<file path="src/rtl/cpu_pkg.sv">
// Shared writeback types and constants for the register-file write path.
package cpu_pkg;

  localparam int DATA_W = 64;
  localparam int ADDR_W = 5;
  localparam logic [ADDR_W-1:0] ZERO_REG = 5'd31;

  typedef struct packed {
    logic [ADDR_W-1:0] dest;
    logic [DATA_W-1:0] data;
  } wb_req_t;

  // XZR is never a real destination: writes to it and hazards on it are ignored.
  function automatic logic is_real_dest(input logic [ADDR_W-1:0] dest);
    return dest != ZERO_REG;
  endfunction

endpackage

</file>
<file path="src/rtl/wb_fifo.sv">
// Circular FIFO of writeback requests; exposes per-slot valid/dest for hazard compares.
module wb_fifo
  import cpu_pkg::*;
#(
  parameter int DEPTH = 4
) (
  input  logic                          clk,
  input  logic                          rst_n,
  input  logic                          push_i,
  input  wb_req_t                       push_data_i,
  input  logic                          pop_i,
  output wb_req_t                       head_o,
  output logic                          full_o,
  output logic                          empty_o,
  output logic [DEPTH-1:0]              valid_o,
  output logic [DEPTH-1:0][ADDR_W-1:0]  dest_o
);

  localparam int PTR_W = $clog2(DEPTH);
  localparam int CNT_W = $clog2(DEPTH + 1);

  wb_req_t            mem_q [DEPTH];
  logic [PTR_W-1:0]   wr_ptr_q, rd_ptr_q;
  logic [CNT_W-1:0]   count_q;
  logic               do_push, do_pop;

  assign full_o  = count_q == CNT_W'(DEPTH);
  assign empty_o = count_q == '0;
  assign do_push = push_i && !full_o;
  assign do_pop  = pop_i && !empty_o;
  assign head_o  = mem_q[rd_ptr_q];

  // NOTE: storage is not reset; a slot only matters once count_q marks it valid.
  always_ff @(posedge clk) begin
    if (do_push) mem_q[wr_ptr_q] <= push_data_i;
  end

  // NOTE: sequential state uses non-blocking assignments so all registers update together.
  always_ff @(posedge clk or negedge rst_n) begin
    if (!rst_n) begin
      wr_ptr_q <= '0;
      rd_ptr_q <= '0;
      count_q  <= '0;
    end else begin
      if (do_push) wr_ptr_q <= wr_ptr_q + PTR_W'(1);
      if (do_pop)  rd_ptr_q <= rd_ptr_q + PTR_W'(1);
      case ({do_push, do_pop})
        2'b10:   count_q <= count_q + CNT_W'(1);
        2'b01:   count_q <= count_q - CNT_W'(1);
        default: count_q <= count_q;
      endcase
    end
  end

  // A slot is live when its distance from the head is below the occupancy.
  for (genvar g = 0; g < DEPTH; g++) begin : g_ent
    logic [PTR_W-1:0] offs;
    assign offs       = PTR_W'(g) - rd_ptr_q;
    assign valid_o[g] = CNT_W'(offs) < count_q;
    assign dest_o[g]  = mem_q[g].dest;
  end

endmodule

</file>
<file path="src/rtl/wb_arbiter.sv">
// Writeback arbiter: fixed-priority pipeline vs buffered long-latency unit onto one
// register-file write port, with pending-write flags and a starvation stall request.
module wb_arbiter
  import cpu_pkg::*;
#(
  parameter int DEPTH        = 4,
  parameter int STARVE_LIMIT = 8
) (
  input  logic              clk,
  input  logic              rst_n,
  input  logic              pipe_wb_valid,
  input  logic [ADDR_W-1:0] pipe_wb_dest,
  input  logic [DATA_W-1:0] pipe_wb_data,
  input  logic              lu_valid,
  output logic              lu_ready,
  input  logic [ADDR_W-1:0] lu_dest,
  input  logic [DATA_W-1:0] lu_data,
  output logic              reg_write,
  output logic [ADDR_W-1:0] reg_write_dest,
  output logic [DATA_W-1:0] reg_write_data,
  input  logic [ADDR_W-1:0] query_addr_1,
  input  logic [ADDR_W-1:0] query_addr_2,
  output logic              pend_1,
  output logic              pend_2,
  output logic              stall_req
);

  localparam int STARVE_W = $clog2(STARVE_LIMIT + 1);
  localparam logic [STARVE_W-1:0] STARVE_MAX = STARVE_W'(STARVE_LIMIT);

  wb_req_t                      fifo_head;
  logic                         fifo_full, fifo_empty, fifo_push, fifo_pop, pipe_req;
  logic [DEPTH-1:0]             ent_valid;
  logic [DEPTH-1:0][ADDR_W-1:0] ent_dest;

  logic                reg_write_q, reg_write_d;
  logic [ADDR_W-1:0]   dest_q, dest_d;
  logic [DATA_W-1:0]   data_q, data_d;
  logic [STARVE_W-1:0] starve_q, starve_d;

  assign pipe_req  = pipe_wb_valid && is_real_dest(pipe_wb_dest);
  assign lu_ready  = !fifo_full;
  assign fifo_push = lu_valid && lu_ready && is_real_dest(lu_dest);
  assign fifo_pop  = !pipe_req && !fifo_empty;

  wb_fifo #(.DEPTH(DEPTH)) u_fifo (
    .clk         (clk),
    .rst_n       (rst_n),
    .push_i      (fifo_push),
    .push_data_i ('{dest: lu_dest, data: lu_data}),
    .pop_i       (fifo_pop),
    .head_o      (fifo_head),
    .full_o      (fifo_full),
    .empty_o     (fifo_empty),
    .valid_o     (ent_valid),
    .dest_o      (ent_dest)
  );

  // NOTE: every always_comb output gets a default first so no latch is inferred.
  always_comb begin
    reg_write_d = 1'b0;
    dest_d      = dest_q;
    data_d      = data_q;
    starve_d    = '0;
    if (pipe_req) begin
      reg_write_d = 1'b1;
      dest_d      = pipe_wb_dest;
      data_d      = pipe_wb_data;
    end else if (!fifo_empty) begin
      reg_write_d = 1'b1;
      dest_d      = fifo_head.dest;
      data_d      = fifo_head.data;
    end
    // Any cycle that is not "queued but blocked" is either a pop or an empty FIFO.
    if (pipe_req && !fifo_empty)
      starve_d = (starve_q == STARVE_MAX) ? starve_q : starve_q + STARVE_W'(1);
  end

  always_ff @(posedge clk or negedge rst_n) begin
    if (!rst_n) begin
      reg_write_q <= 1'b0;
      dest_q      <= '0;
      data_q      <= '0;
      starve_q    <= '0;
    end else begin
      reg_write_q <= reg_write_d;
      dest_q      <= dest_d;
      data_q      <= data_d;
      starve_q    <= starve_d;
    end
  end

  assign reg_write      = reg_write_q;
  assign reg_write_dest = dest_q;
  assign reg_write_data = data_q;
  assign stall_req      = (starve_q == STARVE_MAX) || fifo_full;

  always_comb begin
    pend_1 = reg_write_q && dest_q == query_addr_1;
    pend_2 = reg_write_q && dest_q == query_addr_2;
    for (int i = 0; i < DEPTH; i++) begin
      if (ent_valid[i] && ent_dest[i] == query_addr_1) pend_1 = 1'b1;
      if (ent_valid[i] && ent_dest[i] == query_addr_2) pend_2 = 1'b1;
    end
    pend_1 = pend_1 && is_real_dest(query_addr_1);
    pend_2 = pend_2 && is_real_dest(query_addr_2);
  end

endmodule

</file>
<file path="config.mk">
export PLATFORM = sky130hd
export DESIGN_NAME = wb_arbiter
export DESIGN_NICKNAME = d
export VERILOG_FILES = /design/src/rtl/cpu_pkg.sv /design/src/rtl/wb_fifo.sv /design/src/rtl/wb_arbiter.sv
export SDC_FILE = /design/constraint.sdc
export NUM_CORES = 1
export LEC_CHECK = 0
export CAP_MARGIN = 5
export CELL_PAD_IN_SITES_DETAIL_PLACEMENT = 0
export CELL_PAD_IN_SITES_GLOBAL_PLACEMENT = 1
export CORE_MARGIN = 2
export CORE_UTILIZATION = 41
export DETAILED_ROUTE_END_ITERATION = 6
export HOLD_SLACK_MARGIN = 0.05
export PLACE_DENSITY = 0.86
export SLEW_MARGIN = 10
export SYNTH_ARGS = -nofsm -noshare
export SYNTH_HDL_FRONTEND = slang
export SYNTH_SLANG_ARGS = --single-unit
</file>
<file path="constraint.sdc">
create_clock -name clk -period 2.9 [get_ports clk]
set_clock_uncertainty 0.1 [all_clocks]
set_input_delay 0.58 -clock clk [delete_from_list [all_inputs] [get_ports clk]]
set_output_delay 0.58 -clock clk [all_outputs]
set_load 0.1 [all_outputs]
</file>
==> impl_results.md <==
- Final antenna diode count: 0
- CP Max Fanout: 4
- Max stage delay on crit path: 0.52 ns
- Rel. slew slack: 0.422
- Initial antenna violation count: 1
- Seq cells post-synth: 357
- Hpwl dp: ~20 mm
- Crit path time final: 3.21 ns
- Flop pwr share: 0.352
- Iter 0 DRT Violations: 421
- Port bufs: ~230
- CTS buffer count: 39
- WP data required: 2.22 ns
- CTS sink count: between 300 and 400
- Number of synthesized flops with an enable pin: 276
- Grt ovf: 0
- Placed insts: 1,504
- Final worst-path cycle share: 1.11
- Area leader, netlist: edfxtp_1
- Clock Pin Slew Worst Setup and Hold Paths: 0.06 ns
- Power Internal: about 13,000 uW
- Pleak: 0.00665 uW
- CTS tree: done
- Failing checks: negative setup slack
- Max VDD drop: roughly 0.00087 V
- CTS root buf: clkbuf_16
- Crit path capture type: output pin
- Synthesized Nets: slightly below 1,000
- GRT Total Usage: 0.172
- Setup CP Type: reg2out
- H-tree levels: 2
- Full die area: 0.0372 sq mm
- Synth Area per Inst: 17.6 sq um
- Layout cell share with drive strength beyond 1: 0.246
- Core Region: ~0.035 sq mm
- Mapped Area: about 0.015 sq mm
- Crit path max-delay cell type: dfrtp_4
- Final WL: 31.9 mm
- Initial Utilization: 0.414
- Pins Over Slew Limit: 0
- Worst Hold Class: reg2reg
- Top_reg_cell synth: edfxtp_1
- Outcome: finished with violations
- Cell count after synthesis: slightly above 800
- Top Ports: 226
- Yosys cell types: 37
- Fraction of registers with async set/reset: 0.227
- Ranking of synthesized cells by area: edfxtp_1 57%, dfrtp_1 14%, mux4_2 11%
- Clock Power Share: 0.230
- Row count: between 60 and 70
- Arrival time at the worst endpoint: between 2 and 3 ns
- Max-cap violations: 0
- Nets@finish: between 1,000 and 1,500
- Global-route wire length before repair: 48.1 mm
- GPL Wtd Cong: around 0.87
- RSZ-0062 raised after global routing: yes
- Hold Vio Cnt, Final: 0
- Vias: just over 8,000
- Critical Path Start Type: flop
- Clock Path Buffers: 3
- Cells along the critical path: xnor2_4, ha_1, nand2b_1, o22ai_2, nor4_2, nor4_1, a22oi_2, buf_12
- Switch Pwr: 8210 uW
- PnR worst setup slack: -0.308 ns
- Maximum clock frequency: approximately 310 MHz
- Post-Layout Cell Count: 1,581
- Worst-skew pair later-pin latency: 0.52 ns
- Warnings from Yosys: 0
- Routed len/inst: 20.2 um
- Pre-CTS setup slack: -0.134 ns
- Vias in the first global route: around 8,500
- Worst slew pin tran: 0.867 ns
- Vias per cell: 5.15
- Sw Share: 0.392
- Die Wd: ~190 um
- DRC Markers: 0
- Combinational fraction of design power: 0.418
- Seq/Total Area, Yosys: 0.706
- Cell Pwr Density: 1110 mW/mm^2
- Largest net degree at the start of global routing: slightly below 90
- Synth top area share: 0.567
- Final setup viols: 2
- Die height: 193 um
- Area growth from synthesis to layout: 29.3%
- Post-DRT Antenna Nets: 0
- DR pass1 iterations: 5
## state kept, by name, indices dropped and copies added, names as in the netlist
| register | flops |
|---|---|
| reg_write_dest | 5 |
| u_fifo.count_q | 3 |
| reg_write_data | 64 |
| u_fifo.rd_ptr_q | 2 |
| reg_write | 1 |
| u_fifo.wr_ptr_q | 2 |
| u_fifo.mem_q | 276 |
| starve_q | 4 |
## critical path, delay by kind of cell (launching register included)
kind	cells	cell delay (ns)
flip-flops	1	0.52
adder cells (fa/ha/maj)	1	0.28
AO/OA/AOI/OAI	2	0.39
AND/OR/NAND/NOR	3	0.48
buffers and inverters	1	0.19
XOR/XNOR	1	0.16
## layout by cell type (no fill, tap or decap), types with 2 or more instances in the layout
cell type and instances:
clkdlybuf4s50_1 150, clkinvlp_4 2, nor4_2 3, buf_4 101
nor3_1 6, a21oi_1 71, mux4_2 69, nor4_1 4
clkinv_2 9, and2_4 4, mux2i_1 69, nor2b_1 2
ha_1 9, xnor2_1 28, nand3_1 7, ha_4 2
bufinv_16 2, nand4_1 2, inv_2 3, clkbuf_16 42
and3_1 3, inv_1 9, dfrtp_2 2, nor4_4 2
edfxtp_1 276, clkbuf_8 2, nand2_1 7, clkbuf_1 6
dfrtp_4 2, a22oi_2 2, nor2_1 71, clkinv_1 7
and4_1 3, dfrtp_1 77, xor2_1 31, buf_12 16
## cells by family (layout without fill, tap and decap cells)
| logic type | Yosys count | in the layout | share of synthesized area |
|---|---|---|---|
| buf+inv | 62 | 351 | 0.0250 |
| fa+ha+maj | 12 | 12 | 0.0108 |
| mux | 139 | 139 | 0.154 |
| flops | 357 | 357 | 0.706 |
| compound gates | 81 | 81 | 0.0303 |
| simple gates | 120 | 120 | 0.0376 |
| xor+xnor | 60 | 60 | 0.0360 |
## area by class of cell
cell class / count / area (sq um)
Clock buffer: 50 / 1100
Multi-Input combinational cell: 412 / 4100
Fill cell: 2879 / 16400
Inverter: 12 / 45.0
Sequential cell: 357 / 10300
Timing Repair Buffer: 268 / 2590
Tap cell: 461 / 577
Clock inverter: 21 / 155
## synth_stat cells, types with 2 or more instances
cell      count
a21oi_1      71
a22oi_1       2
and2_1        4
and3_1        3
and4_1        3
buf_1         3
buf_2        16
buf_4         4
buf_6        13
clkbuf_1     14
dfrtp_1      81
edfxtp_1    276
ha_1         11
inv_1        12
mux2i_1      69
mux4_2       69
nand2_1       7
nand2b_1      2
nand3_1       8
nand4_1       2
nor2_1       71
nor2b_1       2
nor3_1        7
nor4_1        9
o22ai_1       2
xnor2_1      29
xor2_1       31
## routing by layer
| layer | track usage | wire length (um) |
|---|---|---|
| met1 | 0.220 | 13200 |
| met2 | 0.297 | 16200 |
| met3 | 0.0378 | 1880 |
| met4 | 0.0487 | 637 |
| met5 | 0 | 13 |
## power by group through the flow
stage / clock (uW) / sequential (uW) / combinational, uW
global placement: 0 / 7400 / 8540
global route: 5140 / 7470 / 9290
CTS: 4950 / 7350 / 8710
finish: 4800 / 7360 / 8750
detailed placement: 0 / 7470 / 8620
floorplan: 0 / 10100 / 3790
## repair_timing
action | in CTS | in global routing
setup endpoints to repair | 2 | 2
pin swaps | 3 | 9
buffers inserted | 2 | 3
resized for setup | 4 | 12
hold buffers | 1 | 0
endpoints found under the hold margin | 41 | 0
## worst paths after layout
path | to | cells past startpoint | slack (ns) | startpoint
max | pend_2 | 8 | -0.31 | u_fifo.rd_ptr_q[1]$_DFFE_PN0P_
min | u_fifo.wr_ptr_q[1]$_DFFE_PN0P_ | 1 | 0.48 | u_fifo.wr_ptr_q[1]$_DFFE_PN0P_
max reg2reg | u_fifo.count_q[2]$_DFFE_PN0P_ | 13 | 0.42 | u_fifo.count_q[1]$_DFFE_PN0P_
min reg2reg | u_fifo.wr_ptr_q[1]$_DFFE_PN0P_ | 1 | 0.48 | u_fifo.wr_ptr_q[1]$_DFFE_PN0P_
max in group asynchronous | u_fifo.rd_ptr_q[0]$_DFFE_PN0P_ | 3 | 1.47 | rst_n
min in group asynchronous | reg_write_data[2]$_DFFE_PN0P_ | 2 | 0.51 | rst_n
## per-stage QoR
step / power, uW / area (sq um) / hold slack, ns / util / TNS [ns]
2_1_floorplan: 13800 / 14700 / 0.184 / - / -0.445
6_report: 20900 / 18900 / 0.479 / 0.535 / -0.573
3_5_place_dp: 16100 / 17500 / 0.463 / 0.495 / -0.245
5_1_grt: 21900 / 18900 / 0.504 / 0.535 / -0.869
3_3_place_gp: 15900 / 17500 / 0.452 / 0.495 / -0.269
4_1_cts: 21000 / 18800 / 0.480 / 0.532 / -0.591
Power figures use the tool's default switching activity.
